[src/rtl/axis_rr_pkt_arbiter.sv]
// Packet-level round-robin arbiter: P_CH_NUM AXI-Stream requesters share one egress.
// A channel is granted in IDLE, locked through its tlast handshake, then the priority
// pointer rotates past it. No data storage: egress is a combinational mux of the granted
// channel, and backpressure passes straight through to that channel's tready.
// Optional feature macro: ARB_PKT_CNT_EN adds o_pkt_cnt, 16-bit per-channel counts of
// completed packets (wrapping).
module axis_rr_pkt_arbiter #(
  parameter int unsigned P_CH_NUM = 4,
  parameter int unsigned P_DATA_W = 64,
  parameter int unsigned P_USER_W = 80,
  parameter int unsigned P_KEEP_W = 8
) (
  input  logic                         i_clk,
  input  logic                         i_rst,
  input  logic [P_CH_NUM*P_DATA_W-1:0] s_axis_data,
  input  logic [P_CH_NUM*P_USER_W-1:0] s_axis_user,
  input  logic [P_CH_NUM*P_KEEP_W-1:0] s_axis_keep,
  input  logic [P_CH_NUM-1:0]          s_axis_last,
  input  logic [P_CH_NUM-1:0]          s_axis_valid,
  output logic [P_CH_NUM-1:0]          s_axis_ready,
  output logic [P_DATA_W-1:0]          m_axis_out_data,
  output logic [P_USER_W-1:0]          m_axis_out_user,
  output logic [P_KEEP_W-1:0]          m_axis_out_keep,
  output logic                         m_axis_out_last,
  output logic                         m_axis_out_valid,
  input  logic                         m_axis_out_ready,
  output logic [P_CH_NUM-1:0]          o_grant,
  output logic                         o_busy
`ifdef ARB_PKT_CNT_EN
  ,
  output logic [P_CH_NUM*16-1:0]       o_pkt_cnt
`endif
);

  localparam int unsigned PtrW = (P_CH_NUM > 1) ? $clog2(P_CH_NUM) : 1;

  typedef enum logic [0:0] {StIdle, StSend} state_e;

  state_e              state_q, state_d;
  logic [P_CH_NUM-1:0] grant_q, grant_d;
  logic [PtrW-1:0]     gidx_q, gidx_d;  // binary index of grant, 0 while idle
  logic [PtrW-1:0]     ptr_q, ptr_d;    // highest-priority channel for next arbitration
  logic [PtrW-1:0]     pick_idx;
  logic                pick_vld;
  logic                send;
  logic                last_hs;

  assign send    = (state_q == StSend);
  assign last_hs = send && s_axis_valid[gidx_q] && m_axis_out_ready && s_axis_last[gidx_q];

  // Round-robin search: first requester from ptr_q upward, wrapping to channel 0.
  always_comb begin
    int unsigned j;
    pick_vld = 1'b0;
    pick_idx = '0;
    j        = 0;
    for (int unsigned i = 0; i < P_CH_NUM; i++) begin
      j = 32'(ptr_q) + i;
      if (j >= P_CH_NUM) j = j - P_CH_NUM;
      if (!pick_vld && s_axis_valid[PtrW'(j)]) begin
        pick_vld = 1'b1;
        pick_idx = PtrW'(j);
      end
    end
  end

  // Egress mux and ready steering; gidx_q is 0 in idle so the mux shows channel 0 there.
  always_comb begin
    m_axis_out_data  = s_axis_data[gidx_q*P_DATA_W +: P_DATA_W];
    m_axis_out_user  = s_axis_user[gidx_q*P_USER_W +: P_USER_W];
    m_axis_out_keep  = s_axis_keep[gidx_q*P_KEEP_W +: P_KEEP_W];
    m_axis_out_last  = s_axis_last[gidx_q];
    m_axis_out_valid = send && s_axis_valid[gidx_q];
    s_axis_ready     = '0;
    if (send) s_axis_ready[gidx_q] = m_axis_out_ready;
  end

  // Next-state logic: grant on any request in idle, release on the tlast handshake.
  always_comb begin
    state_d = state_q;
    grant_d = grant_q;
    gidx_d  = gidx_q;
    ptr_d   = ptr_q;
    unique case (state_q)
      StIdle: begin
        if (pick_vld) begin
          state_d           = StSend;
          gidx_d            = pick_idx;
          grant_d           = '0;
          grant_d[pick_idx] = 1'b1;
        end
      end
      StSend: begin
        if (last_hs) begin
          state_d = StIdle;
          grant_d = '0;
          gidx_d  = '0;
          ptr_d   = (gidx_q == PtrW'(P_CH_NUM - 1)) ? '0 : gidx_q + PtrW'(1);
        end
      end
      default: state_d = StIdle;
    endcase
  end

  // State registers with synchronous reset.
  always_ff @(posedge i_clk) begin
    if (i_rst) begin
      state_q <= StIdle;
      grant_q <= '0;
      gidx_q  <= '0;
      ptr_q   <= '0;
    end else begin
      state_q <= state_d;
      grant_q <= grant_d;
      gidx_q  <= gidx_d;
      ptr_q   <= ptr_d;
    end
  end

  assign o_grant = grant_q;
  assign o_busy  = send;

`ifdef ARB_PKT_CNT_EN
  logic [P_CH_NUM-1:0][15:0] cnt_q;

  // Completed-packet counters, one per channel, wrapping at 16 bits.
  always_ff @(posedge i_clk) begin
    if (i_rst) begin
      cnt_q <= '0;
    end else if (last_hs) begin
      cnt_q[gidx_q] <= cnt_q[gidx_q] + 16'd1;
    end
  end

  assign o_pkt_cnt = cnt_q;
`endif

endmodule

[config.mk]
export PLATFORM = sky130hd
export DESIGN_NAME = axis_rr_pkt_arbiter
export DESIGN_NICKNAME = d
export VERILOG_FILES = /design/src/rtl/axis_rr_pkt_arbiter.sv
export SDC_FILE = /design/constraint.sdc
export NUM_CORES = 1
export LEC_CHECK = 0
export CAP_MARGIN = 20
export CORE_AREA = 5 5 304 306
export CTS_BUF_LIST = sky130_fd_sc_hd__clkbuf_8
export DETAILED_ROUTE_END_ITERATION = 10
export DIE_AREA = 0 0 309 311
export DONT_BUFFER_PORTS = 1
export HOLD_SLACK_MARGIN = 0.15
export PLACE_DENSITY = 0.3
export SKIP_CTS_REPAIR_TIMING = 1
export SYNTH_ARGS = -nofsm -noshare
export SYNTH_HDL_FRONTEND = slang
export SYNTH_SLANG_ARGS = --single-unit
[constraint.sdc]
create_clock -name i_clk -period 1.7 [get_ports i_clk]
set_clock_uncertainty 0.1 [all_clocks]
set_input_delay 0.255 -clock i_clk [delete_from_list [all_inputs] [get_ports i_clk]]
set_output_delay 0.255 -clock i_clk [all_outputs]
set_load 0.02 [all_outputs]
==> results of run 1 <==
[worst max-delay path, cell delays in order (launching register included)]
cell,delay [ns]
dfxtp_4,0.44
buf_6,0.19
buf_4,0.17
mux4_2,0.54
buf_12,0.17
[synth_stat cells, types with 2 or more instances]
master	number	area (um^2)
a21oi_1	4	20.0
a22o_1	2	17.5
a32o_1	4	40.0
and3_1	4	25.0
buf_1	7	26.3
buf_2	18	90.1
clkbuf_1	11	41.3
dfxtp_1	9	180
ha_1	4	50.1
inv_1	3	11.3
mux2i_1	2	20.0
mux4_2	154	3470
nand2_1	2	7.51
nor2_1	3	11.3
[cell families (layout without fill, tap and decap cells)]
group / after synthesis / after routing / synth area share [%]
mux: 156 / 156 / 84.4
buf+inv: 40 / 61 / 4.36
compound gates: 16 / 16 / 3.09
simple gates: 17 / 17 / 2.60
fa+ha+maj: 4 / 4 / 1.21
other cells: 0 / 23 / 0
flops: 9 / 9 / 4.36
[power breakdown]
| group | switching [W] | internal, W |
|---|---|---|
| logic | 0.00129 | 0.000893 |
| registers | 0.0000308 | 0.000223 |
| clock network | 0.0000833 | 0.000157 |
| total | 0.00141 | 0.00127 |
[metal layers]
layer / share of wire [%] / global-route usage [%]
met5: 0.51 / 0
met3: 19 / 7.89
met2: 47 / 17.2
met4: 2.4 / 1.18
met1: 30 / 9.47
[sequential cells by signal, summed over array words and instances, names as in the netlist]
name	cells
o_grant	4
ptr_q	2
gidx_q	2
o_busy	1
[metrics by stage]
| stage | setup WS (ns) | instances | setup TNS, ns |
|---|---|---|---|
| after floorplan | -0.0738 | 242 | -6.92 |
| after global placement | -0.275 | 1426 | -26.69 |
| after detailed placement | -0.310 | 1426 | -29.36 |
| after CTS | -0.531 | 1430 | -68.80 |
| after global routing | -0.497 | 1451 | -68.86 |
| final | -0.416 | 1462 | -55.88 |
[final timing paths]
| check | end | slack [ns] |
|---|---|---|
| worst max-delay path | m_axis_out_data[9] | -0.42 |
| worst min-delay path | o_grant[0] | 0.21 |
| worst max register to register | gidx_q[1] | -0.35 |
| worst min register to register | ptr_q[0] | 0.43 |
[final cells by class]
type	instances	area, um^2	area share (%)
timing repair buffer	54	753	11.9
clock buffer	3	41.3	0.655
sequential	9	188	2.98
clock inverter	1	3.75	0.0595
tap	1176	1470	23.3
antenna	23	57.6	0.912
multi-input combinational	193	3780	60.0
inverter	3	11.3	0.179
==> key figures, run 1 <==
Status
  – Status: finished, violations left
  – Failing checks: setup timing

Final layout
  – # fillers: roughly 10000
  – Fin util: 7.06%
  – Most common cell after layout, fill and taps aside: mux4_2
  – Commonest cells after routing, fill and taps aside: mux4_2 (154), buf_4 (24), buf_12 (16)
  – Final Net Count: 887
  – Post-route cell area: roughly 0.0063 mm^2
  – Area growth syn-to-layout: 52.6%
  – Share of cells above drive strength 1: between 80% and 90%

Power and ir drop
  – Worst vdd rail ir drop: roughly 0.21 mV
  – P_leak: 1.42 nW
  – Cell Pwr Density: 425 mW/mm^2
  – Final Power: around 0.0027 W

Worst setup path
  – Crit path max fanout: 7
  – Worst Setup End Kind: output pin
  – Critical path required time: about 1.3 ns
  – Cells on worst reg2reg path: 5
  – R2R Path Start: gidx_q[0]
  – Critical Path Start: gidx_q[0]
  – Worst EP arrival: 1.76 ns
  – Crit path kind: register to output pin
  – CP Launch Type: register

Global route
  – Largest net degree at the start of global routing: 30
  – GRT overflow: 0
  – Global-route wire length before repair: slightly above 60000 um
  – Vias in the first global route: around 4300
  – Initial antenna violation count: 90
  – Gr usage total: 9.89%

STA
  – Rel. slew slack: 54.0%
  – Final hold violation count: 0
  – Fin. max-slew vios: 0
  – Unrepaired setup endpoints after global routing: yes
  – Fin crit share: 124%
  – Final setup violation count: around 170
  – Final setup margin: -0.416 ns
  – Tightest Pin Transition: between 0.6 and 0.7 ns
  – Fmax: 473 MHz
  – Final hold slack: a little over 0.2 ns
  – Final worst path period need: roughly 2.1 ns

Place
  – I/O Buffers: 0
  – Dpl hpwl: 49900 um
  – Area post-placement: about 0.0060 mm^2
  – GPL Wtd Cong: between 0.9 and 1

Detailed routing
  – DR WL/cell: about 36 um
  – Vias per std cell: roughly 2.9
  – First-pass iteration count of the detailed router: 5
  – Post-Route WL: between 50000 and 60000 um
  – Drt drc: 0
  – Antenna-violating nets left: 0
  – First DRT Iteration DRCs: approximately 420
  – Total number of vias: approximately 4200

Floorplan
  – FP Rows: 110
  – Starting Density: under 10%
  – Die Wd: about 300 um
  – Die ar.: around 0.096 mm^2
  – Placeable Area: a little under 0.09 mm^2
  – Die height: 311 um
  – Io pins: 782

Synth
  – Synth Flop Type: dfxtp_1
  – YS warnings: 0
  – Post-synthesis register bit count: 9
  – Post-Synthesis Cell Area: roughly 0.0041 mm^2
  – Sequential-to-total area share from yosys stat: 4.36%
  – Post-synth EDFFs: 0
  – Post-synth cell types: 29
  – Cells after Synth: approximately 240
  – Syn_nets: 865
  – FFs w/ async S/R, synth: 0%
  – Syn_area_per_cell: approximately 17 um^2

Clock tree
  – Htree depth: 1
  – Root Buffer: clkbuf_8
  – Clk sinks: 9
  – Number of buffers created by CTS: 3
  – Clock buffer depth: 2
  – CTS tree: yes
  – Skew-Pair Late Insertion Delay: 0.23 ns
  – Clock transition at path regs: around 0.040 ns

Run
  – Max Cap Viol: 0

Min path
  – Worst Hold Class: primary input to register
  – Min-delay src: i_rst
  – Hold path depth: 2
(Power assumes the default switching activity.)
==> run 2: changes to the inputs <==
==> constraint.sdc (replaced) <==
create_clock -name i_clk -period 2.4 [get_ports i_clk]
set_clock_uncertainty 0.1 [all_clocks]
set_input_delay 0.36 -clock i_clk [delete_from_list [all_inputs] [get_ports i_clk]]
set_output_delay 0.36 -clock i_clk [all_outputs]
set_load 0.02 [all_outputs]
==> run 2 against run 1 <==
  * The flow now finishes without violations
  * Cell count about the same
  * Hold slack gained 0.098 ns
  * First-iteration DRC count is 8.9% lower
  * Routed wire length is 5.8% lower
==> key figures, run 2 (synthesis gave the netlist of run 1 again) <==
Status
  – Status: complete, no violations

Clock tree
  – Clock buffer depth: 2 (unchanged)
  – Clk sinks: 9 (unchanged)
  – Htree depth: 1 (unchanged)
  – Skew-Pair Late Insertion Delay: 0.24 ns (about the same)
  – Number of buffers created by CTS: 3 (unchanged)
  – Root Buffer: clkbuf_8
  – CTS tree: yes
  – Clock transition at path regs: 0.05 ns (about the same)

Worst setup path
  – Worst EP arrival: 1.89 ns (+0.13 ns)
  – Crit path max fanout: 11 (+4)
  – Slowest stage cell on the critical path: mux4_2
  – Worst path depth: 4 (unchanged)
  – CP delay by family, top: multiplexers
  – Crit path kind: register to output pin
  – Cells on worst reg2reg path: 5 (unchanged)
  – CP Launch Type: register
  – Critical Path Start: gidx_q[0]
  – Capture point of the worst path: m_axis_out_user[27]
  – Bufs and invs on worst path: 3 (unchanged)
  – Reg2reg end: gidx_q[0]
  – CP Cell Sequence: buf_16 -> buf_4 -> clkbuf_16 -> mux4_2
  – Critical path required time: 1.94 ns (+0.60 ns)
  – R2R Path Start: gidx_q[0]
  – R2R setup slack: 0.28 ns (+0.63 ns)
  – Crit-path max cell delay: 0.65 ns (+0.11 ns)
  – Worst Setup End Kind: output pin

Final layout
  – Cell Count, Final, Fillers Out: 1463 (+0.068%)
  – Share of cells above drive strength 1: 82.2% (-1.1 points)
  – Commonest cells after routing, fill and taps aside: mux4_2 (154), buf_4 (35), buf_12 (10)
  – Max FFs per register: 4 (unchanged)
  – Area growth syn-to-layout: 50.4%
  – Final Net Count: 888 (+0.11%)
  – Most common cell after layout, fill and taps aside: mux4_2

Floorplan
  – Die ar.: 0.0961 mm^2 (unchanged)
  – Placeable Area: 0.0893 mm^2 (unchanged)
  – Starting Density: 4.63% (unchanged)
  – Die Wd: 309 um (unchanged)
  – FP Rows: 110 (unchanged)
  – Io pins: 782 (unchanged)
  – Die height: 311 um (unchanged)

Power and ir drop
  – Worst vdd rail ir drop: 0.124 mV (-41%)
  – P_leak: 1.40 nW (-1.1%)
  – Cell Pwr Density: 321 mW/mm^2 (-24%)

STA
  – Tightest Pin Transition: 0.741 ns (+0.0565 ns)
  – Rel. slew slack: 50.2% (-3.8 points)
  – Fmax: 425 MHz
  – Unrepaired setup endpoints after global routing: yes
  – Final setup violation count: 0 (-100%)
  – Fin. max-slew vios: 0 (unchanged)
  – Fin crit share: between 90% and 100%
  – Final worst path period need: about 2.4 ns
  – Setup TNS: 0 ns (+55.88 ns)
  – Final hold violation count: 0 (unchanged)

Detailed routing
  – Vias per std cell: 2.82 (-2.4%)
  – First-pass iteration count of the detailed router: 4 (-1)
  – Total number of vias: 4128 (-2.3%)
  – Post-Route WL: 49600 um (-5.8%)
  – First DRT Iteration DRCs: 380 (-8.9%)
  – DR WL/cell: 33.9 um (-5.9%)
  – Drt drc: 0 (unchanged)
  – Antenna-violating nets left: 0 (unchanged)

Min path
  – Worst Hold Class: primary input to register
  – Min-delay src: i_rst

Global route
  – Gr usage total: 9.19% (-0.70 points)
  – Largest net degree at the start of global routing: 74 (+150%)
  – GRT overflow: 0 (unchanged)
  – Global-route wire length before repair: 56800 um (-5.9%)
  – Vias in the first global route: 4113 (-3.5%)
  – Initial antenna violation count: 61 (-32%)

Run
  – Max Cap Viol: 0 (unchanged)

Place
  – Dpl hpwl: 46400 um (-6.9%)
  – Placed cells: 1409 (-1.2%)
  – I/O Buffers: 0 (unchanged)
  – GPL Wtd Cong: 0.946 (+3.2%)
run 2: layout make-up:
class,instances,area (um^2)
diodes,23,57.6
repair buffers,55,668
fillers,10300,83100
flip-flops and latches,9,188
multi-input cells,193,3770
inverters,3,11.3
clock buffers,3,41.3
clock inverters,1,5.00
well taps,1176,1470
run 2: worst min-delay path by stage:
stage	slack, ns	cells past startpoint	to
2_1_floorplan	0.33	1	ptr_q[0]
3_3_place_gp	0.34	1	ptr_q[0]
3_5_place_dp	0.33	1	ptr_q[0]
4_1_cts	0.09	1	ptr_q[1]
5_1_grt	0.31	2	o_grant[3]
6_report	0.31	2	o_grant[3]
run 2: stage by stage:
step | utilization (%) | hold slack, ns | total power, W | instance area [um^2] | setup WS (ns)
floorplan | - | 0.329 | 0.00124 | 4130 | 0.328
detailed placement | 6.51 | 0.334 | 0.00180 | 5820 | -0.0361
CTS | 6.56 | 0.0932 | 0.00198 | 5860 | -0.299
global placement | 6.51 | 0.338 | 0.00179 | 5820 | -0.00822
finish | 6.96 | 0.305 | 0.00200 | 6220 | 0.0485
global route | 6.91 | 0.313 | 0.00212 | 6170 | -0.0189
run 2: power by group:
part	total, W	leakage (nW)	switching (W)	internal, W
Clock	0.000177	0.0256	0.0000638	0.000114
Combinational	0.00163	1.30	0.00101	0.000622
Sequential	0.000184	0.0750	0.0000266	0.000158
run 2: layer usage:
layer	vias up	GRT usage (%)	routed length, um
met3	90	7.09	9320
met4	28	1.02	696
met5	-	0	172
met2	643	15.8	24100
li1	1276	-	-
met1	2091	9.10	15300
